`src/rtl/mem_access_ctrl.sv`:
```
// ============================================================================
// mem_access_ctrl : MEM-stage load/store controller with bus handshake,
//                   lane steering, extension, alignment check, MEM/WB register
// Revision 1.0
// ============================================================================
`default_nettype none

module mem_access_ctrl (
  input  logic        clk,
  input  logic        reset,
  input  logic        stall,
  input  logic        flush,
  input  logic        ex_en,
  input  logic [3:0]  ex_exp_code,
  input  logic [31:0] ex_pc,
  input  logic [3:0]  ex_mem_op,
  input  logic [31:0] ex_mem_wr_data,
  input  logic [31:0] ex_out,
  input  logic [4:0]  ex_rd_addr,
  input  logic        ex_gpr_we_,
  input  logic [1:0]  ex_hart_st,
  output logic        dbus_rq,
  output logic        dbus_we,
  output logic [31:0] dbus_addr,
  output logic [3:0]  dbus_be,
  output logic [31:0] dbus_wr_data,
  input  logic        dbus_rdy,
  input  logic [31:0] dbus_rd_data,
  output logic        busy,
  output logic        mem_en,
  output logic [3:0]  mem_exp_code,
  output logic [31:0] mem_pc,
  output logic [31:0] mem_out,
  output logic [4:0]  mem_rd_addr,
  output logic        mem_gpr_we_,
  output logic [1:0]  mem_hart_st
);

  localparam logic       ENABLE       = 1'b1;
  localparam logic       DISABLE      = 1'b0;
  localparam logic       DISABLE_     = 1'b1;
  localparam logic [3:0] EXP_NO_EXP   = 4'h0;
  localparam logic [3:0] EXP_MISALIGN = 4'h3;

  localparam logic [3:0] MEM_OP_NOP  = 4'd0;
  localparam logic [3:0] MEM_OP_LDW  = 4'd1;
  localparam logic [3:0] MEM_OP_LDH  = 4'd2;
  localparam logic [3:0] MEM_OP_LDHU = 4'd3;
  localparam logic [3:0] MEM_OP_LDB  = 4'd4;
  localparam logic [3:0] MEM_OP_LDBU = 4'd5;
  localparam logic [3:0] MEM_OP_STW  = 4'd6;
  localparam logic [3:0] MEM_OP_STH  = 4'd7;
  localparam logic [3:0] MEM_OP_STB  = 4'd8;

  // HOLD keeps a completed load result while the hart controller stalls us
  typedef enum logic [1:0] {
    ST_IDLE = 2'd0,
    ST_BUSY = 2'd1,
    ST_HOLD = 2'd2
  } state_t;

  state_t      state, next_state;
  logic        kill;
  logic [1:0]  lane_off;
  logic [31:0] load_buf;

  logic        is_word, is_half, is_byte, is_store, is_load, is_mem;
  logic        misalign, checked, access_needed, misaligned;
  logic [3:0]  be_calc;
  logic [31:0] wdata_calc;
  logic [31:0] load_fmt;
  logic [31:0] load_val;
  logic [31:0] out_val;

  assign is_word  = (ex_mem_op == MEM_OP_LDW) || (ex_mem_op == MEM_OP_STW);
  assign is_half  = (ex_mem_op == MEM_OP_LDH) || (ex_mem_op == MEM_OP_LDHU) ||
                    (ex_mem_op == MEM_OP_STH);
  assign is_byte  = (ex_mem_op == MEM_OP_LDB) || (ex_mem_op == MEM_OP_LDBU) ||
                    (ex_mem_op == MEM_OP_STB);
  assign is_store = (ex_mem_op == MEM_OP_STW) || (ex_mem_op == MEM_OP_STH) ||
                    (ex_mem_op == MEM_OP_STB);
  assign is_load  = (is_word || is_half || is_byte) && !is_store;
  assign is_mem   = is_load || is_store;

  assign misalign      = (is_word && (ex_out[1:0] != 2'b00)) || (is_half && ex_out[0]);
  assign checked       = (ex_en == ENABLE) && (ex_exp_code == EXP_NO_EXP) && is_mem;
  assign access_needed = checked && !misalign;
  assign misaligned    = checked && misalign;

  always_comb begin
    be_calc    = 4'b1111;
    wdata_calc = ex_mem_wr_data;
    if (is_byte) begin
      be_calc    = 4'b0001 << ex_out[1:0];
      wdata_calc = {4{ex_mem_wr_data[7:0]}};
    end else if (is_half) begin
      be_calc    = ex_out[1] ? 4'b1100 : 4'b0011;
      wdata_calc = {2{ex_mem_wr_data[15:0]}};
    end
  end

  // Lane select uses the offset latched at issue, not the live EX address
  always_comb begin
    logic [7:0]  b;
    logic [15:0] h;
    b = dbus_rd_data[{lane_off, 3'b000} +: 8];
    h = lane_off[1] ? dbus_rd_data[31:16] : dbus_rd_data[15:0];
    case (ex_mem_op)
      MEM_OP_LDB:  load_fmt = {{24{b[7]}}, b};
      MEM_OP_LDBU: load_fmt = {24'h0, b};
      MEM_OP_LDH:  load_fmt = {{16{h[15]}}, h};
      MEM_OP_LDHU: load_fmt = {16'h0, h};
      default:     load_fmt = dbus_rd_data;
    endcase
  end

  assign load_val = (state == ST_HOLD) ? load_buf : load_fmt;
  assign out_val  = (access_needed && is_load) ? load_val : ex_out;

  always_comb begin
    next_state = state;
    busy       = 1'b0;
    case (state)
      ST_IDLE: begin
        busy = access_needed;
        if (access_needed && !flush) next_state = ST_BUSY;
      end
      ST_BUSY: begin
        busy = !dbus_rdy;
        if (dbus_rdy) next_state = stall ? ST_HOLD : ST_IDLE;
      end
      ST_HOLD: begin
        busy = stall;
        if (!stall) next_state = ST_IDLE;
      end
      default: next_state = ST_IDLE;
    endcase
  end

  always_ff @(posedge clk) begin
    if (reset) begin
      state        <= ST_IDLE;
      kill         <= 1'b0;
      dbus_rq      <= 1'b0;
      dbus_we      <= 1'b0;
      dbus_be      <= 4'b0000;
      dbus_addr    <= 32'h0;
      dbus_wr_data <= 32'h0;
      lane_off     <= 2'b00;
      load_buf     <= 32'h0;
    end else begin
      state <= next_state;
      if (state == ST_IDLE) begin
        if (access_needed && !flush) begin
          dbus_rq      <= 1'b1;
          dbus_we      <= is_store;
          dbus_be      <= be_calc;
          dbus_addr    <= {ex_out[31:2], 2'b00};
          dbus_wr_data <= wdata_calc;
          lane_off     <= ex_out[1:0];
        end
      end else begin
        if (next_state == ST_IDLE) kill <= 1'b0;
        else if (flush)            kill <= 1'b1;
      end
      if (state == ST_BUSY && dbus_rdy) begin
        dbus_rq  <= 1'b0;
        load_buf <= load_fmt;
      end
    end
  end

  always_ff @(posedge clk) begin
    if (reset) begin
      mem_en       <= DISABLE;
      mem_exp_code <= EXP_NO_EXP;
      mem_pc       <= 32'h0;
      mem_out      <= 32'h0;
      mem_rd_addr  <= 5'd0;
      mem_gpr_we_  <= DISABLE_;
      mem_hart_st  <= 2'd0;
    end else if (!stall) begin
      if (flush || busy || kill) begin
        mem_en       <= DISABLE;
        mem_exp_code <= EXP_NO_EXP;
        mem_pc       <= 32'h0;
        mem_out      <= 32'h0;
        mem_rd_addr  <= 5'd0;
        mem_gpr_we_  <= DISABLE_;
        mem_hart_st  <= 2'd0;
      end else begin
        mem_en       <= ex_en;
        mem_exp_code <= misaligned ? EXP_MISALIGN : ex_exp_code;
        mem_pc       <= ex_pc;
        mem_out      <= out_val;
        mem_rd_addr  <= ex_rd_addr;
        mem_gpr_we_  <= (misaligned || (checked && is_store)) ? DISABLE_ : ex_gpr_we_;
        mem_hart_st  <= ex_hart_st;
      end
    end
  end

endmodule

`default_nettype wire

```
`config.mk`:
```
export PLATFORM = sky130hd
export DESIGN_NAME = mem_access_ctrl
export DESIGN_NICKNAME = d
export VERILOG_FILES = /design/src/rtl/mem_access_ctrl.sv
export SDC_FILE = /design/constraint.sdc
export NUM_CORES = 1
export LEC_CHECK = 0
export CAP_MARGIN = 40
export CORE_UTILIZATION = 44
export DETAILED_ROUTE_END_ITERATION = 12
export PLACE_DENSITY = 0.84
export SYNTH_ARGS = -nofsm -noshare
export SYNTH_HDL_FRONTEND = slang
export SYNTH_SLANG_ARGS = --single-unit
```
`constraint.sdc`:
```
create_clock -name clk -period 2.7 [get_ports clk]
set_clock_uncertainty 0.05 [all_clocks]
set_input_delay 0.675 -clock clk [delete_from_list [all_inputs] [get_ports clk]]
set_output_delay 0.675 -clock clk [all_outputs]
set_load 0.02 [all_outputs]
```
Word-level counts from Yosys, hierarchy flattened
Index checks and enable logic that the tools add are counted.
- reductions and logical operators: 37
- shift-type cells: 2
- equality and inequality tests: 10
- muxes and demuxes: 26
- bitwise logic cells: 1
- operators by type and width (kind ; count):
    two-way mux 32 bit ; 6
    one-hot mux 32 bit (4 select lines) ; 1
    indexed part select 32 x 6 -> 8 bit ; 1
    two-way mux 4 bit ; 5
    == test 4 x 3 -> 1 bit (second input constant) ; 4
    two-way mux 16 bit ; 1
    logical OR 1 bit ; 14
    logical AND 1 bit ; 11
    two-way mux 2 bit ; 5
    == test 4 x 2 -> 1 bit (second input constant) ; 2
    one-hot mux 2 bit (3 select lines) ; 1
    two-way mux 1 bit ; 5
    two-way mux 5 bit ; 1
    == test 4 x 1 -> 1 bit (second input constant) ; 1
    == test 4 bit (second input constant) ; 1
    logical NOT 1 bit ; 4
    logical NOT 2 bit ; 2
    logical NOT 4 bit ; 1
    AND reduction 2 bit ; 2
    nonzero test 2 bit ; 2
    << shifter 1 x 2 -> 4 bit (first input constant) ; 1
    one-hot mux 1 bit (3 select lines) ; 1
    == test 2 x 1 -> 1 bit (second input constant) ; 1
    == test 2 bit (second input constant) ; 1
    2 further kinds ; 2
- register bits after elaboration: 182

Depth between registers and ports, before layout
- depth in word-level cells: 15
- mapped depth: 8
- mapped depth without buffers: 5

Worst setup path after synthesis
No wires, ideal clock.
- kind: input to output
- start point: in ex_mem_op[1]
- end point: out busy
- slack: -136 ps
- data required time: 1975 ps
- stages: 5
- data arrival time: 2111 ps
- cell sequence: clkbuf_2 nor3_1 xnor2_2 nand3_1 o21ai_0
- longest elaborated chain between the ends: 10
- ends and longest elaborated chain (what ; RTL line ; RTL):
    from (decl) ; 16 ; input logic [3:0] ex_mem_op,
    == test 4 x 2 -> 1 bit ; 76 ; assign is_half = (ex_mem_op == MEM_OP_LDH) || (ex_mem_op == MEM_OP_LDHU) ||
    logical OR 1 bit (2 in a row) ; 76 ;
    logical OR 1 bit (2 in a row) ; 82 ; assign is_load = (is_word || is_half || is_byte) && !is_store;
    logical AND 1 bit ; 82 ;
    logical OR 1 bit ; 83 ; assign is_mem = is_load || is_store;
    logical AND 1 bit ; 86 ; assign checked = (ex_en == ENABLE) && (ex_exp_code == EXP_NO_EXP) && is_mem;
    logical AND 1 bit (*) ; 87 ; assign access_needed = checked && !misalign;
    one-hot mux 1 bit (3 select lines) (*) ; 123 ; case (state)
    to (decl) ; 29 ; output logic busy,
Every way passes the cells marked *; elsewhere a longest branch is shown, timed or not.

Final worst setup path
- start point: in ex_out[1]
- end point: out busy
- longest elaborated chain between the ends: 6
- ends and longest elaborated chain (what ; RTL line ; RTL):
    from (decl) ; 18 ; input logic [31:0] ex_out,
    nonzero test 2 bit ; 85 ; assign misalign = (is_word && (ex_out[1:0] != 2'b00)) || (is_half && ex_out[0]);
    logical AND 1 bit ; 85 ;
    logical OR 1 bit ; 85 ;
    logical NOT 1 bit ; 87 ;
    logical AND 1 bit ; 87 ;
    one-hot mux 1 bit (3 select lines) ; 123 ;
No other way between the ends.

==> metrics.md <==
| Metric | Value |
|---|---|
| Status | `completed` |
| Top post-synthesis cells by area | `dfxtp_1, nand2_1, a22o_1` |
| Post-CTS Setup Inserts | `0` |
| Largest net degree at the start of global routing | `between 70 and 80` |
| Net Sw Frac | `24.2%` |
| Post-synthesis adder-cell area fraction | `0%` |
| ANT cells | `0` |
| Die H | `135 um` |
| Slew Limit Fails | `0` |
| F_max | `375 MHz` |
| Worst path bufs/invs | `2` |
| GRT Util Overall | `27.9%` |
| HPWL Detailed | `18800 um` |
| Hold slack | `roughly 0.4 ns` |
| Final period util | `a little over nine tenths` |
| CP top delay family | `buffers and inverters` |
| Slew HR | `40.2%` |
| XOR/XNOR Fraction of Synth Area | `0.320%` |
| Synth Register Bits | `about 180` |
| Core area | `0.0173 mm^2` |
| CP Max Fanout | `2` |
| Remaining antenna violation count | `0` |
| Post-synth EDFFs | `0` |
| Most frequently used flop master after synthesis | `dfxtp_1` |
| H-tree depth | `4` |
| Simple-Gate Fraction of Synth Area | `18.9%` |
| Worst-path clk slew | `0.06 ns` |
| Leakage | `4.48 nW` |
| Max IR drop VDD | `0.518 mV` |
| Row Count | `between 40 and 50` |
| Non-filler cells, final | `1474` |
| Synth top area share | `~47%` |
| Share of total power in the clock network | `40.3%` |
| Initial antenna violation count | `1` |
| # fillers | `1333` |
| Die W | `around 140 um` |
| Async set-or-reset flop fraction in the synthesized netlist | `0%` |
| Post-synthesis cell area | `0.00781 mm^2` |
| Arrival time worst endpoint | `1.94 ns` |
| HP Class | `reg -> reg` |
| Iter 0 DRT Violations | `504` |
| CTS Buffer Depth | `2` |
| Final setup viols | `0` |
| Reg power frac | `a little under half` |
| Most common library cells after synthesis | `nand2_1, dfxtp_1, a21oi_1` |
| First-pass GRT wire length | `between 30000 and 40000 um` |
| Clock Sinks | `about 180` |
| Largest family of logic cells by synthesized area | `compound AO/OA/AOI/OAI gates` |
| Crit. End Element | `output port` |
| Vias in the first global route | `7682` |
| Drt drc | `0` |
| Worst Setup Start Kind | `input port` |
| Root buffer cell | `clkbuf_16` |
| Unrepaired setup endpoints after global routing | `yes` |
| Net Sw Power | `1.45 mW` |
| Drt wl/cell | `17.4 um` |
| Initial core utilization | `45.2%` |
| Critical path cell sequence | `clkdlybuf4s50_1 > nor2_2 > a221o_1 > nand3_2 > o21ai_2 > buf_6` |
| Total wire length | `25700 um` |
| Fin. Hold Viols | `0` |
| Pwr Density | `498 mW/mm^2` |
| DIE AREA | `0.0183 mm^2` |
| WS Path Type | `in -> out` |
| Compound-Gate Fraction of Synth Area | `25.6%` |
| Slew @ Worst Pin | `0.898 ns` |
| Req. time, crit path | `between 1.5 and 2 ns` |
| Cts hold-fix bufs | `0` |
| Worst-Skew Late Latency | `~0.42 ns` |
| Port Buffers | `295` |
| Post-synthesis area per instance | `8.48 um^2` |
| Share of layout cells above drive strength 1 | `13.0%` |
| Layout area overhead | `54.3%` |
| Fin nets | `1388` |
| Mux share of post-synthesis cell area | `3.64%` |
| Via density | `5.46` |
| Post-synthesis sequential area ratio | `46.7%` |
| Internal | `approximately 4.6 mW` |
| CTS Buf Count | `17` |
| Yosys Warn Count | `0` |
| TritonCTS clock tree | `done` |
| 1st-pass router iterations | `5` |
| Grt ovf | `0` |
| Top cell type by total area after synthesis | `dfxtp_1` |
| Crit path time final | `2.66 ns` |
| Max_cap viols | `0` |
| Cell total after placement | `approximately 1400` |
| Post-Syn Instances | `921` |
| Synth cell types | `58` |
| Most frequent cell after synthesis | `nand2_1` |
| Total power | `about 6.0 mW` |
| Via count | `slightly above 8000` |
| Crit path max-delay cell type | `clkdlybuf4s50_1` |
| CP max stage delay | `0.58 ns` |
| Io pins | `298` |
| Share of total power in combinational logic | `13.7%` |
| Final Wtd Congestion | `0.922` |
==> worst register-to-register path, stage by stage, from the launching register on <==
cell and delay (ns):
dfxtp_1 0.31, or4_1 0.54, or2_4 0.26, nand3b_4 0.25, a211o_1 0.36, buf_12 0.17, o21ai_0 0.16
==> routing by layer <==
layer  up-vias  wire [um]  global-route usage (%)
li1       3907          -                       -
met1      3768      10800                    34.0
met2       334      12200                    46.8
met3        39       2060                    7.89
met4         2        660                    9.80
met5         -         10                       0
==> flip-flops by register name (all words and copies together), names as in the netlist, 2 cells and up <==
name          cells
mem_hart_st       2
load_buf         32
mem_rd_addr       5
lane_off          2
state             2
mem_exp_code      4
dbus_be           4
mem_pc           32
dbus_wr_data     32
mem_out          32
dbus_addr        30
==> power groups by stage <==
stage	sequential [mW]	combinational, mW	clock [mW]
floorplan	2.88	0.280	0
CTS	2.76	0.819	2.47
finish	2.76	0.824	2.42
detailed placement	2.82	0.814	0
global route	2.76	0.877	2.58
global placement	2.82	0.802	0
==> timing repair <==
item / CTS / global route
endpoints found under the setup margin: 1 / 3
pin swaps: 2 / 2
gates resized for setup: 20 / 4
==> logic make-up (layout without fill, tap and decap cells) <==
kind of cell	count (synthesis)	count (layout)
other cells	1	2
flops	182	182
simple gates	341	341
xor+xnor	2	2
buf+inv	89	416
compound gates	281	281
mux	25	25
==> cells in the final DEF (no fill, tap or decap), types with 12 or more instances in the layout <==
| master | n |
|---|---|
| nand3_1 | 16 |
| a22oi_1 | 17 |
| nor2_1 | 66 |
| buf_4 | 67 |
| o21ai_0 | 35 |
| clkbuf_16 | 17 |
| a22o_1 | 56 |
| inv_1 | 12 |
| mux2_2 | 17 |
| dfxtp_1 | 182 |
| nand2_1 | 202 |
| clkdlybuf4s50_1 | 285 |
| o21a_1 | 18 |
| a21oi_1 | 80 |
==> through the flow <==
| stage | setup WS [ns] | util [%] | setup TNS [ns] | area, um^2 |
|---|---|---|---|---|
| floorplan | 0.0344 | - | 0 | 7810 |
| detailed placement | -0.730 | 66.2 | -27.39 | 11400 |
| global route | -0.00628 | 69.7 | -0.00628 | 12000 |
| CTS | 0.00987 | 69.6 | 0 | 12000 |
| finish | 0.0352 | 69.7 | 0 | 12000 |
| global placement | -0.765 | 66.1 | -26.44 | 11400 |
==> worst paths after layout <==
path	startpoint	end	slack [ns]	depth (start not counted)
worst min-delay path	mem_exp_code[0]	mem_exp_code[0]	0.39	2
worst max-delay path	ex_out[1]	busy	0.04	6
worst max register to register	kill	mem_out[18]	0.54	6
worst min register to register	mem_exp_code[0]	mem_exp_code[0]	0.39	2
==> final cells by class <==
class	count	area, um^2	share of cell area [%]
well taps	225	282	2.34
multi-input cells	651	3850	32.0
inverters	12	45.0	0.374
clock inverters	11	124	1.03
flip-flops and latches	182	3640	30.2
clock buffers	19	443	3.68
repair buffers	374	3660	30.4
Power figures use the tool's default switching activity.
